## src/rtl/piece_ctrl.sv

```systemverilog
// piece_ctrl: owns the falling tetromino (type, rotation, grid position).
// Player commands and gravity become candidate moves. Each candidate is
// wall-checked locally, then queried against the settled stack through the
// board handshake. Locked pieces are offered to the board.
//
// Handshakes:
//   chk_req/chk_ack : chk_req is held high with cand_* stable until the
//                     cycle chk_ack is seen (chk_hit qualifies chk_ack).
//                     chk_ack may arrive in the same cycle chk_req rises.
//                     chk_req drops in the cycle after the ack.
//   lock_valid/lock_ready : lock_valid is held high with piece_* stable
//                     until the cycle lock_ready is seen. lock_valid drops
//                     in the cycle after that.
module piece_ctrl #(
    parameter int COLS       = 10,
    parameter int ROWS       = 20,
    parameter int SIZE       = 16,
    parameter int ORIGIN_X   = 160,
    parameter int ORIGIN_Y   = 80,
    parameter int FALL_TICKS = 25000000,
    parameter int SPAWN_COL  = 4
) (
    input  logic        clk,
    input  logic        rst,
    input  logic [2:0]  next_piece,
    output logic        next_take,
    input  logic        cmd_left,
    input  logic        cmd_right,
    input  logic        cmd_rot,
    input  logic        cmd_drop,
    output logic        chk_req,
    output logic [5:0]  cand_col,
    output logic [5:0]  cand_row,
    output logic [11:0] cand_mask,
    input  logic        chk_ack,
    input  logic        chk_hit,
    output logic        lock_valid,
    input  logic        lock_ready,
    output logic [5:0]  piece_col,
    output logic [5:0]  piece_row,
    output logic [11:0] piece_mask,
    output logic [9:0]  ref_x,
    output logic [9:0]  ref_y,
    output logic        game_over,
    output logic [2:0]  dbg_state
);

    localparam int CNT_W = (FALL_TICKS > 1) ? $clog2(FALL_TICKS) : 1;

    typedef enum logic [2:0] {
        S_SPAWN = 3'd0,
        S_IDLE  = 3'd1,
        S_CHECK = 3'd2,
        S_WAIT  = 3'd3,
        S_LOCK  = 3'd4,
        S_OVER  = 3'd5
    } state_t;

    // What a rejected candidate means depends on the kind of move.
    typedef enum logic [1:0] {
        K_SPAWN = 2'd0,
        K_SIDE  = 2'd1,
        K_DOWN  = 2'd2
    } kind_t;

    // Shape ROM: type 0..6 = I O T S Z J L, rotation clockwise.
    function automatic logic [11:0] shape_mask(input logic [2:0] t, input logic [1:0] r);
        logic [11:0] m;
        m = 12'h00F;
        case (t)
            3'd1: m = 12'h0C6;
            3'd2: case (r)
                2'd0: m = 12'h0E2;
                2'd1: m = 12'h2C2;
                2'd2: m = 12'h2E0;
                default: m = 12'h262;
            endcase
            3'd3: case (r)
                2'd0: m = 12'h066;
                2'd1: m = 12'h4C2;
                2'd2: m = 12'h3C0;
                default: m = 12'h261;
            endcase
            3'd4: case (r)
                2'd0: m = 12'h0C3;
                2'd1: m = 12'h2C4;
                2'd2: m = 12'h660;
                default: m = 12'h162;
            endcase
            3'd5: case (r)
                2'd0: m = 12'h0E1;
                2'd1: m = 12'h246;
                2'd2: m = 12'h4E0;
                default: m = 12'h342;
            endcase
            3'd6: case (r)
                2'd0: m = 12'h0E4;
                2'd1: m = 12'h642;
                2'd2: m = 12'h1E0;
                default: m = 12'h243;
            endcase
            default: m = r[0] ? 12'hA42 : 12'h00F;
        endcase
        return m;
    endfunction

    // Column offset of a mask bit, 7-bit two's complement.
    function automatic logic [6:0] cell_dx(input int i);
        logic [6:0] d;
        case (i)
            0, 5, 8:  d = 7'h7F;
            2, 7, 10: d = 7'd1;
            3:        d = 7'd2;
            4:        d = 7'd3;
            default:  d = 7'd0;
        endcase
        return d;
    endfunction

    // Row offset of a mask bit.
    function automatic logic [6:0] cell_dy(input int i);
        logic [6:0] d;
        if (i <= 4)       d = 7'd0;
        else if (i <= 7)  d = 7'd1;
        else if (i <= 10) d = 7'd2;
        else              d = 7'd3;
        return d;
    endfunction

    state_t      state_q, state_d;
    kind_t       kind_q, kind_d;
    logic [2:0]  piece_type_q, piece_type_d;
    logic [1:0]  piece_rot_q, piece_rot_d;
    logic [5:0]  piece_col_q, piece_col_d;
    logic [5:0]  piece_row_q, piece_row_d;
    logic [11:0] piece_mask_q, piece_mask_d;
    logic [1:0]  cand_rot_q, cand_rot_d;
    logic [5:0]  cand_col_q, cand_col_d;
    logic [5:0]  cand_row_q, cand_row_d;
    logic [CNT_W-1:0] cnt_q, cnt_d;
    logic        fall_pend_q, fall_pend_d;
    logic        chk_req_q, chk_req_d;
    logic        lock_valid_q, lock_valid_d;
    logic        next_take_q, next_take_d;
    logic        game_over_q, game_over_d;
    logic [9:0]  ref_x_q, ref_x_d;
    logic [9:0]  ref_y_q, ref_y_d;

    logic        oob;
    logic [6:0]  cx, cy;
    logic        commit;
    logic        down_go;
    state_t      hit_state;

    assign cand_mask  = shape_mask(piece_type_q, cand_rot_q);
    assign cand_col   = cand_col_q;
    assign cand_row   = cand_row_q;
    assign chk_req    = chk_req_q;
    assign lock_valid = lock_valid_q;
    assign next_take  = next_take_q;
    assign game_over  = game_over_q;
    assign piece_col  = piece_col_q;
    assign piece_row  = piece_row_q;
    assign piece_mask = piece_mask_q;
    assign ref_x      = ref_x_q;
    assign ref_y      = ref_y_q;
    assign dbg_state  = state_q;

    // Wall test: every occupied cell of the candidate must lie inside the field.
    always_comb begin
        oob = 1'b0;
        cx  = 7'd0;
        cy  = 7'd0;
        for (int i = 0; i < 12; i++) begin
            cx = {cand_col_q[5], cand_col_q} + cell_dx(i);
            cy = {cand_row_q[5], cand_row_q} + cell_dy(i);
            if (cand_mask[i] && (cx[6] || (cx >= 7'(COLS)) || cy[6] || (cy >= 7'(ROWS))))
                oob = 1'b1;
        end
    end

    // Next-state, candidate construction, commit, gravity and registered outputs.
    always_comb begin
        state_d      = state_q;
        kind_d       = kind_q;
        piece_type_d = piece_type_q;
        piece_rot_d  = piece_rot_q;
        piece_col_d  = piece_col_q;
        piece_row_d  = piece_row_q;
        piece_mask_d = piece_mask_q;
        cand_rot_d   = cand_rot_q;
        cand_col_d   = cand_col_q;
        cand_row_d   = cand_row_q;
        cnt_d        = cnt_q;
        fall_pend_d  = fall_pend_q;
        next_take_d  = 1'b0;
        commit       = 1'b0;
        down_go      = 1'b0;

        // A rejected candidate ends the game, locks the piece, or is dropped.
        case (kind_q)
            K_SPAWN: hit_state = S_OVER;
            K_DOWN:  hit_state = S_LOCK;
            default: hit_state = S_IDLE;
        endcase

        case (state_q)
            S_SPAWN: begin
                piece_type_d = (next_piece == 3'd7) ? 3'd0 : next_piece;
                next_take_d  = 1'b1;
                cand_rot_d   = 2'd0;
                cand_col_d   = 6'(SPAWN_COL);
                cand_row_d   = 6'd0;
                kind_d       = K_SPAWN;
                state_d      = S_CHECK;
            end
            S_IDLE: begin
                cand_rot_d = piece_rot_q;
                cand_col_d = piece_col_q;
                cand_row_d = piece_row_q;
                kind_d     = K_SIDE;
                if (cmd_rot) begin
                    cand_rot_d = piece_rot_q + 2'd1;
                    state_d    = S_CHECK;
                end else if (cmd_left) begin
                    cand_col_d = piece_col_q - 6'd1;
                    state_d    = S_CHECK;
                end else if (cmd_right) begin
                    cand_col_d = piece_col_q + 6'd1;
                    state_d    = S_CHECK;
                end else if (cmd_drop || fall_pend_q) begin
                    cand_row_d = piece_row_q + 6'd1;
                    kind_d     = K_DOWN;
                    down_go    = 1'b1;
                    state_d    = S_CHECK;
                end
            end
            S_CHECK: begin
                state_d = oob ? hit_state : S_WAIT;
            end
            S_WAIT: begin
                if (chk_ack) begin
                    if (chk_hit) begin
                        state_d = hit_state;
                    end else begin
                        commit  = 1'b1;
                        state_d = S_IDLE;
                    end
                end
            end
            S_LOCK: begin
                if (lock_ready) begin
                    piece_mask_d = 12'h000;
                    state_d      = S_SPAWN;
                end
            end
            default: begin
                state_d = S_OVER;
            end
        endcase

        if (commit) begin
            piece_rot_d  = cand_rot_q;
            piece_col_d  = cand_col_q;
            piece_row_d  = cand_row_q;
            piece_mask_d = cand_mask;
        end

        // Gravity only advances while a piece is live and not locking.
        if (state_q == S_IDLE || state_q == S_CHECK || state_q == S_WAIT) begin
            if (cnt_q == CNT_W'(FALL_TICKS - 1)) begin
                cnt_d       = '0;
                fall_pend_d = 1'b1;
            end else begin
                cnt_d = cnt_q + 1'b1;
            end
        end
        // A dispatched down move absorbs a gravity step landing in the same cycle.
        if (down_go)
            fall_pend_d = 1'b0;
        if (commit && kind_q == K_SPAWN)
            cnt_d = '0;

        chk_req_d    = (state_d == S_WAIT);
        lock_valid_d = (state_d == S_LOCK);
        game_over_d  = game_over_q || (state_d == S_OVER);
        ref_x_d      = 10'(ORIGIN_X) + {{4{piece_col_d[5]}}, piece_col_d} * 10'(SIZE);
        ref_y_d      = 10'(ORIGIN_Y) + {{4{piece_row_d[5]}}, piece_row_d} * 10'(SIZE);
    end

    // State and datapath registers with synchronous reset.
    always_ff @(posedge clk) begin
        if (rst) begin
            state_q      <= S_SPAWN;
            kind_q       <= K_SPAWN;
            piece_type_q <= 3'd0;
            piece_rot_q  <= 2'd0;
            piece_col_q  <= 6'(SPAWN_COL);
            piece_row_q  <= 6'd0;
            piece_mask_q <= 12'h000;
            cand_rot_q   <= 2'd0;
            cand_col_q   <= 6'(SPAWN_COL);
            cand_row_q   <= 6'd0;
            cnt_q        <= '0;
            fall_pend_q  <= 1'b0;
            chk_req_q    <= 1'b0;
            lock_valid_q <= 1'b0;
            next_take_q  <= 1'b0;
            game_over_q  <= 1'b0;
            ref_x_q      <= 10'(ORIGIN_X) + 10'(SPAWN_COL) * 10'(SIZE);
            ref_y_q      <= 10'(ORIGIN_Y);
        end else begin
            state_q      <= state_d;
            kind_q       <= kind_d;
            piece_type_q <= piece_type_d;
            piece_rot_q  <= piece_rot_d;
            piece_col_q  <= piece_col_d;
            piece_row_q  <= piece_row_d;
            piece_mask_q <= piece_mask_d;
            cand_rot_q   <= cand_rot_d;
            cand_col_q   <= cand_col_d;
            cand_row_q   <= cand_row_d;
            cnt_q        <= cnt_d;
            fall_pend_q  <= fall_pend_d;
            chk_req_q    <= chk_req_d;
            lock_valid_q <= lock_valid_d;
            next_take_q  <= next_take_d;
            game_over_q  <= game_over_d;
            ref_x_q      <= ref_x_d;
            ref_y_q      <= ref_y_d;
        end
    end

endmodule

```

## config.mk

```make
export PLATFORM = sky130hd
export DESIGN_NAME = piece_ctrl
export DESIGN_NICKNAME = d
export VERILOG_FILES = /design/src/rtl/piece_ctrl.sv
export SDC_FILE = /design/constraint.sdc
export NUM_CORES = 1
export LEC_CHECK = 0
export BUFFER_PORTS_ARGS = -buffer_cell sky130_fd_sc_hd__buf_2
export CORE_UTILIZATION = 45
export DETAILED_ROUTE_END_ITERATION = 10
export PLACE_DENSITY = 0.76
export SLEW_MARGIN = 20
export SYNTH_ARGS = -nofsm -noshare
export SYNTH_HDL_FRONTEND = slang
export SYNTH_SLANG_ARGS = --single-unit
```

## constraint.sdc

```tcl
create_clock -name clk -period 6 [get_ports clk]
set_clock_uncertainty 0.2 [all_clocks]
set_input_delay 0.9 -clock clk [delete_from_list [all_inputs] [get_ports clk]]
set_output_delay 0.9 -clock clk [all_outputs]
set_load 0.03 [all_outputs]
```

-- Word-level counts from Yosys, hierarchy flattened
Index checks and enable logic that the tools add are counted.
- bits in writable memories: 0
- input bits: 12
- memory bits (read-only): 0
- word-level logic and storage cells: 176
- register bits: 98
- output and inout port bits: 75
- memories: 0
- bits in latches: 0
- equal/unequal tests: 18
- order comparisons: 9
- shift operators: 0
- reduce and logical (&&, ||, !) cells: 56
- muxes and demuxes: 61
- add/sub/neg operators: 14
- div/mod/pow operators: 0
- multipliers: 0
- bitwise logic cells: 0
- operator list (cell ; number):
    $pmux W11 S3 ; 4
    $pmux W12 S6 ; 1
    $mux W6 ; 9
    $mux W12 ; 4
    $ge A7 B4 Y1 const B ; 5
    $logic_or A1 B1 Y1 ; 33
    $pmux W10 S3 ; 1
    $add A6 B3 Y7 const B ; 4
    $ge A7 B5 Y1 const B ; 4
    $mux W3 ; 9
    $add A25 B1 Y25 const B ; 1
    $eq A25 B25 Y1 const B ; 1
    $mux W25 ; 1
    $pmux W6 S2 ; 2
    $eq A3 B3 Y1 const B ; 7
    $mux W1 ; 21
    $eq A3 B2 Y1 const B ; 5
    $pmux W3 S5 ; 1
    $add A6 B2 Y7 const B ; 2
    $logic_and A1 B1 Y1 ; 13
    $add A6 B1 Y6 const B ; 2
    $add A7 B10 Y10 const A ; 1
    $add A8 B10 Y10 const A ; 1
    $mux W2 ; 5
    other kinds (13) ; 21

-- Longest topological paths before layout
Gate-level depths: netlist (run 1).
- word-level depth: 22
- depth in mapped cells: 12
- gate-level depth less buffers: 11

-- Worst setup path after synthesis (run 1)
Ideal clock, no wire load.
- path type: register to register
- from: register cand_rot_q[0]
- to: register game_over_q (netlist: game_over)
- data required time: 5.730 ns
- path buffers: 0
- clock period less this slack: 3.261 ns
- stages on the path, launching flop included: 9
- arrival time: 2.992 ns
- setup time: 0.070 ns
- slack: 2.739 ns
- path through: dfxtp_1 inv_1 ha_1 o21ai_0 a2111oi_2 a41o_2 o311a_1 or3_1 a21oi_1
- elaborated cells on any way between the ends: 37
- classes of those cells: 3 x eq/ne; 21 x mux; 13 x reduce/logical
- RTL lines (what ; line ; RTL):
    from (decl) ; 137 ; logic [1:0] cand_rot_q, cand_rot_d;
    from (signal assigned) ; 320 ; cand_rot_q <= cand_rot_d;
    $eq A2 B2 Y1 (tied with other cells) ; - ;
    $pmux W11 S3 (tied with other cells) ; 96 ; 3'd6: case (r)
    $pmux W12 S6 * ; 70 ; case (t)
    named net cand_mask[1] ; 34 ; output logic [11:0] cand_mask,
    $logic_and A1 B1 Y1 * ; 177 ; if (cand_mask[i] && (cx[6] || (cx >= 7'(COLS)) || cy[6] || (cy >= 7'(ROWS))))
    $mux W1 * (11 in series) ; 177 ;
    $mux W3 * ; 239 ; state_d = oob ? hit_state : S_WAIT;
    $pmux W3 S5 * ; 207 ; case (state_q)
    $eq A3 B3 Y1 * ; 286 ; game_over_d = game_over_q || (state_d == S_OVER);
    $logic_or A1 B1 Y1 * ; 286 ;
    to (signal assigned) ; 328 ; game_over_q <= game_over_d;
    to (decl) ; 145 ; logic game_over_q, game_over_d;
Mark *: on every way through the listed nets, which the timed path passes. The rest lies on a longest branch.
A chain may end at the register's enable or synchronous reset.

-- Final worst setup path (run 1)
- from: register cand_rot_q[0]
- to: output cand_mask[5]
- longest elaborated chain between the ends: 3
- elaborated cells on any way between the ends: 9
- classes of those cells: 2 x eq/ne; 6 x mux; 1 x reduce/logical
- RTL lines (what ; line):
    $eq A2 B2 Y1 (tied with other cells) ; -
    $pmux W11 S3 (tied with other cells) ; 96
    $pmux W12 S6 * ; 70
    to (decl) ; 34
Every way passes the cells marked *; elsewhere a longest branch is shown, timed or not.

==> results of run 1 <==
## report_power, final
group / leakage, nW / switching [mW] / internal (mW)
clock: 0.0933 / 0.228 / 0.195
combinational: 1.44 / 0.191 / 0.0891
sequential: 0.711 / 0.0378 / 0.604
## cell usage in the layout (no fill, tap or decap), types with 4 or more instances in the layout
cell | Yosys | layout
nor2_1 | 99 | 99
dfxtp_1 | 88 | 88
buf_2 | 14 | 76
nand2_1 | 37 | 37
xor2_1 | 29 | 29
a21oi_1 | 28 | 28
inv_1 | 27 | 27
a22oi_1 | 24 | 24
ha_1 | 22 | 22
o21ai_0 | 19 | 19
xnor2_1 | 19 | 19
mux2i_1 | 17 | 17
nand3_1 | 14 | 14
nand2b_1 | 13 | 13
or3_1 | 10 | 10
nand4_1 | 10 | 10
conb_1 | 1 | 10
nor3_1 | 9 | 9
clkbuf_8 | 0 | 9
nor2b_1 | 5 | 5
and2_1 | 4 | 4
a31oi_1 | 4 | 4
or2_2 | 4 | 4
buf_4 | 12 | 4
## layer usage
layer,track usage [%],part of all wire [%],vias up
met1,27.8,43,2110
li1,-,-,2180
met5,0,0,-
met3,7.14,7.1,17
met2,37.5,48,151
met4,7.83,1.6,0
## logic make-up after synthesis
kind of cell    share of synthesized area [%]
buf+inv                                  7.85
fa+ha+maj                                5.68
compound gates                           17.4
flops                                    35.1
other cells                            0.0747
mux                                      3.61
xor+xnor                                 8.37
simple gates                             21.9
## layout make-up
cell class / count / area, sq um / area share, %
Antenna cell: 1 / 2.50 / 0.0450
Clock buffer: 10 / 128 / 2.30
Clock inverter: 6 / 67.6 / 1.22
Inverter: 28 / 105 / 1.89
Multi-Input combinational cell: 452 / 2910 / 52.3
Sequential cell: 88 / 1760 / 31.7
Tap cell: 140 / 175 / 3.15
Timing Repair Buffer: 80 / 410 / 7.39
## metrics by stage
step | hold slack [ns] | cell area, sq um | utilization, %
2_1_floorplan | 0.248 | 5060 | -
3_3_place_gp | 0.259 | 5360 | 49.4
3_5_place_dp | 0.261 | 5360 | 49.4
4_1_cts | 0.276 | 5550 | 51.2
5_1_grt | 0.308 | 5550 | 51.2
6_report | 0.274 | 5560 | 51.3
## tightest hold or removal path, stage by stage, from the launching register on
cell and delay [ns]:
dfxtp_1 0.33, inv_1 0.05, a21oi_1 0.05
## worst min path at each step
stage	end	cells after the start	slack, ns
6_report	game_over$_SDFF_PP0_	2	0.27
5_1_grt	fall_pend_q$_SDFFE_PP0P_	2	0.31
4_1_cts	game_over$_SDFF_PP0_	2	0.28
3_5_place_dp	game_over$_SDFF_PP0_	2	0.26
3_3_place_gp	game_over$_SDFF_PP0_	2	0.26
2_1_floorplan	fall_pend_q$_SDFFE_PP0P_	2	0.25
## sequential cells by signal (all words and copies together) (netlist names), 2 cells and up
signal        cells
piece_type_q      3
piece_row         6
cand_rot_q        2
piece_mask       11
piece_rot_q       2
ref_y             6
dbg_state         3
ref_x             5
cand_row          6
piece_col         6
kind_q            2
cnt_q            25
cand_col          6
==> results_dict.tcl, run 1 <==
set metrics [dict create \
    outcome "finished clean" \
    timing.rr.start "cand_col[1]$_SDFFE_PP0P_" \
    hold_violations 0 \
    slew_headroom_pct 25.4 \
    cts_tree "done" \
    cts-htree-levels 3 \
    synth_ff_type "dfxtp_1" \
    maxCapViolations 0 \
    path_delay_family "flip-flops" \
    initial_core_util_pct 46.3 \
    p_leak_nw 2.24 \
    critPathSlowestCell "dfxtp_1" \
    core_area_sq_mm 0.0108 \
    cts_hold_buf 0 \
    slowest_delay_ns 0.51 \
    reg2reg_setup_slack_ns 2.61 \
    power-per-cell-area_mw_per_mm2 242 \
    tns_ns 0 \
    crit_cells 6 \
    path_clk_slew_ns 0.09 \
    portBuffers 76 \
    yosysWarningCount 0 \
    dp_cells 788 \
    crit_path_start "cand_rot_q[0]$_SDFFE_PP0P_" \
    yosysTopAreaCell "dfxtp_1" \
    drt_wl_total_um 12500 \
    rows 38 \
    vdd.ir_drop.worst_v 0.000224 \
    rsz0062_at_grt "false" \
    ys_types 77 \
    hp-start "game_over$_SDFF_PP0_" \
    grt_pass1_vias 4169 \
    crit_arrival_ns 2.44 \
    nNetsFinal 693 \
    critical_path_class "reg -> out" \
    die_y_um 108 \
    worstRegToRegCells 11 \
    dieArea_sq_mm 0.0116 \
    endpoint "cand_mask[5]" \
    netlist_instances 609 \
    critPathRequiredTime_ns 4.90 \
    end_kind "output port" \
    cts-root-buf "clkbuf_8" \
    min_period_ns 3.54 \
    cts_buffer_depth 2 \
    viasPerCell 5.54 \
    final_cells 805 \
    chipWidth_um 108 \
    areaGrowthSynthToFinish_pct 10.6 \
    setup_viol 0 \
    antenna_found_initial 1 \
    yosysMostFrequentCell "nor2_1" \
    drv_slew 0 \
    crit_chain "inv_1 -> ha_1 -> mux2_1 -> or3_1 -> o211ai_2 -> buf_2" \
    grt.total_usage_pct 22.7 \
    cp.buffers_inverters 2 \
    grt_max_degree 62 \
    dr.pass1.iters 5 \
    worstSkewPairLatency_ns 0.38 \
    grt.overflow.total 0 \
    fmax_ghz 0.282 \
    syn_avg_cell_area_sq_um 8.25 \
    synthArstFlopShare_pct 0 \
    cts_sinks 88 \
    synth-seq-cells 88 \
    ctsResizeCount 0 \
    cp-start-kind "flip-flop" \
    drcViolationCount 0 \
    cts_made_buffers 9 \
    place_ws_ns 2.60 \
    finalWeightedCongestion 0.824 \
    tightestPinTransition_ns 1.11 \
    drt_iter0_drc 301 \
    min_period_over_period_pct 59.0 \
    syn_area_sq_mm 0.00502 \
    synth_area_leaders "dfxtp_1 35%, nor2_1 7.4%, ha_1 5.5%, xor2_1 5.1%, a22oi_1 3.6%" \
    synth-edff-count 0 \
    yosysSeqAreaShare_pct 35.1 \
    grt_pass1_wl_um 20700 \
    synth_commonest_cells "99 x nor2_1, 88 x dfxtp_1, 37 x nand2_1" \
    total_power_mw 1.34 \
    yosys.area.top_type_share_pct 35.1 \
    wl_per_cell_um 15.6 \
    fillers 1030 \
    hold_class "reg -> reg" \
    ant_nets 0 \
    postCtsSetupRepairBufs 0 \
    drive_gt1_share_pct 17.0 \
    vias 4458 \
    io-pin-count 87 \
    hpwl_um 9010 \
    path_max_fanout 8 \
    reg2reg_to "game_over$_SDFF_PP0_" \
    setup_ws_ns 2.46 \
]
(Power assumes the default switching activity.)
==> run 2: changes to the inputs <==
==> constraint.sdc (replaced) <==
create_clock -name clk -period 3.5 [get_ports clk]
set_clock_uncertainty 0.2 [all_clocks]
set_input_delay 0.525 -clock clk [delete_from_list [all_inputs] [get_ports clk]]
set_output_delay 0.525 -clock clk [all_outputs]
set_load 0.03 [all_outputs]
==> run 2 against run 1 <==
Sequential cell count unchanged. Non-clock buffer count up 9. Total power up 74%. First-iteration DRC count down 21%. Sequential share of layout area down 0.42 points. Core utilization up 0.83 points. Clock power up 79%. Final area up 1.6%. Wire length down 1.4%. Count of clock-buffer cells in the layout unchanged. Critical endpoint is now game_over$_SDFF_PP0_.
==> results_dict.tcl, run 2 (synthesized netlist as in run 1, its figures left out) <==
set metrics [dict create \
    outcome "finished clean" \
    drv_slew 0 \
    min_period_ns 3.20 \
    io-pin-count 87 \
    setup_viol 0 \
    largest_register_ffs 25 \
    crit_arrival_ns 3.31 \
    largest_register "cnt_q" \
    cts-htree-levels 3 \
    grt_use_met1_pct 26.7 \
    worstRegToRegCells 11 \
    wl_per_cell_um 15.2 \
    nNetsFinal 702 \
    hpwl_um 9080 \
    portBuffers 76 \
    path_max_fanout 8 \
    critPathSlowestCell "dfxtp_2" \
    slew_headroom_pct 56.1 \
    initial_core_util_pct 46.3 \
    dr.pass1.iters 5 \
    crit_chain "inv_1 -> ha_1 -> mux2_1 -> or3_1 -> o211ai_2 -> o21a_1 -> a21oi_1 -> a41o_2 -> o311a_1 -> or3_1 -> a21oi_1" \
    rows 38 \
    place_ws_ns 0.201 \
    postCtsSetupRepairBufs 0 \
    critical_path_class "reg -> reg" \
    hold_violations 0 \
    die_y_um 108 \
    cts_buffer_depth 2 \
    slowest_delay_ns 0.42 \
    min_path_cells 3 \
    cts_hold_buf 0 \
    drt_iter0_drc 239 \
    p_leak_nw 2.31 \
    grt.overflow.total 0 \
    critPathRequiredTime_ns 3.61 \
    vias 4492 \
    maxCapViolations 0 \
    reg2reg_setup_slack_ns 0.30 \
    power-per-cell-area_mw_per_mm2 416 \
    grt_max_degree 37 \
    grt.total_usage_pct 22.2 \
    viasPerCell 5.53 \
    drt_wl_total_um 12400 \
    final_common_cell "nor2_1" \
    finalWeightedCongestion 0.878 \
    cts_sinks 88 \
    tns_ns 0 \
    drive_gt1_share_pct 18.9 \
    diodes 0 \
    grtUsageMet3_pct 5.39 \
    core_area_sq_mm 0.0108 \
    use_met2_pct 38.6 \
    cts-root-buf "clkbuf_8" \
    worstSkewPairLatency_ns 0.37 \
    grt_pass1_vias 4283 \
    rsz0062_at_grt "false" \
    final_cell_mix "99 x nor2_1, 84 x dfxtp_1, 76 x buf_2" \
    cts_made_buffers 9 \
    end_kind "flip-flop" \
    tightestPinTransition_ns 0.658 \
    vdd.ir_drop.worst_v 0.000327 \
    ant_nets 0 \
    top_usage_layer "met2" \
    min_period_over_period_pct 91.5 \
    antenna_found_initial 0 \
    cp-start-kind "flip-flop" \
    grt_pass1_wl_um 20400 \
    fmax_ghz 0.312 \
    path_clk_slew_ns 0.09 \
    dieArea_sq_mm 0.0116 \
    cts_tree "done" \
    chipWidth_um 108 \
    drcViolationCount 0 \
    hold_class "in -> reg" \
    setup_ws_ns 0.299 \
    areaGrowthSynthToFinish_pct 12.4 \
]
-- run 2: cell types whose count changed in the layout (fill, tap and decap cells not counted), moves of 2 or more --
cell        delta
dfxtp_1        -4
dfxtp_2        +4
buf_4          +9
clkinvlp_4     -2
clkinv_4       +2
-- run 2: layer usage --
layer  part of all wire, %  routed length, um  vias up
li1                      -                  -     2214
met1                    45               5520     2150
met2                    49               6010      109
met3                   5.5                675       19
met4                   1.4                176        0
met5                     0                  0        -
-- run 2: power by group --
group / switching (mW) / internal (mW) / leakage, nW
Combinational: 0.345 / 0.161 / 1.48
Clock: 0.397 / 0.359 / 0.110
Sequential: 0.0494 / 1.04 / 0.713
-- run 2: worst max-delay path, delay by kind of cell (launching register included) --
| kind | cells | cell delay (ns) |
|---|---|---|
| buf+inv | 1 | 0.16 |
| flops | 1 | 0.42 |
| simple gates | 2 | 0.62 |
| compound gates | 6 | 1.07 |
| mux | 1 | 0.30 |
| fa+ha+maj | 1 | 0.36 |
-- run 2: cell type report --
cell class	instances	area, sq um
Fill cell	1022	5190
Clock inverter	6	77.6
Inverter	28	105
Tap cell	140	175
Multi-Input combinational cell	452	2910
Sequential cell	88	1770
Clock buffer	10	138
Timing Repair Buffer	89	478
-- run 2: stage by stage --
stage	cells	power, mW	hold WS (ns)	area (sq um)	utilization, %
finish	813	2.35	0.226	5650	52.1
global route	813	2.45	0.210	5650	52.1
CTS	813	2.36	0.211	5640	52.0
detailed placement	797	1.61	0.277	5430	50.1
global placement	797	1.60	0.257	5430	50.1
floorplan	618	1.48	0.248	5060	-
-- run 2: what timing repair did --
action,CTS,global route
endpoints found under the setup margin,0,2
endpoints found under the hold margin,0,0
resized for setup,0,4
-- run 2: final timing paths --
check,start,endpoint
worst max-delay path,cand_rot_q[0]$_SDFFE_PP0P_,game_over$_SDFF_PP0_
worst min-delay path,next_piece[0],piece_type_q[0]$_SDFFE_PP0P_
worst max register to register,cand_rot_q[0]$_SDFFE_PP0P_,game_over$_SDFF_PP0_
worst min register to register,game_over$_SDFF_PP0_,game_over$_SDFF_PP0_
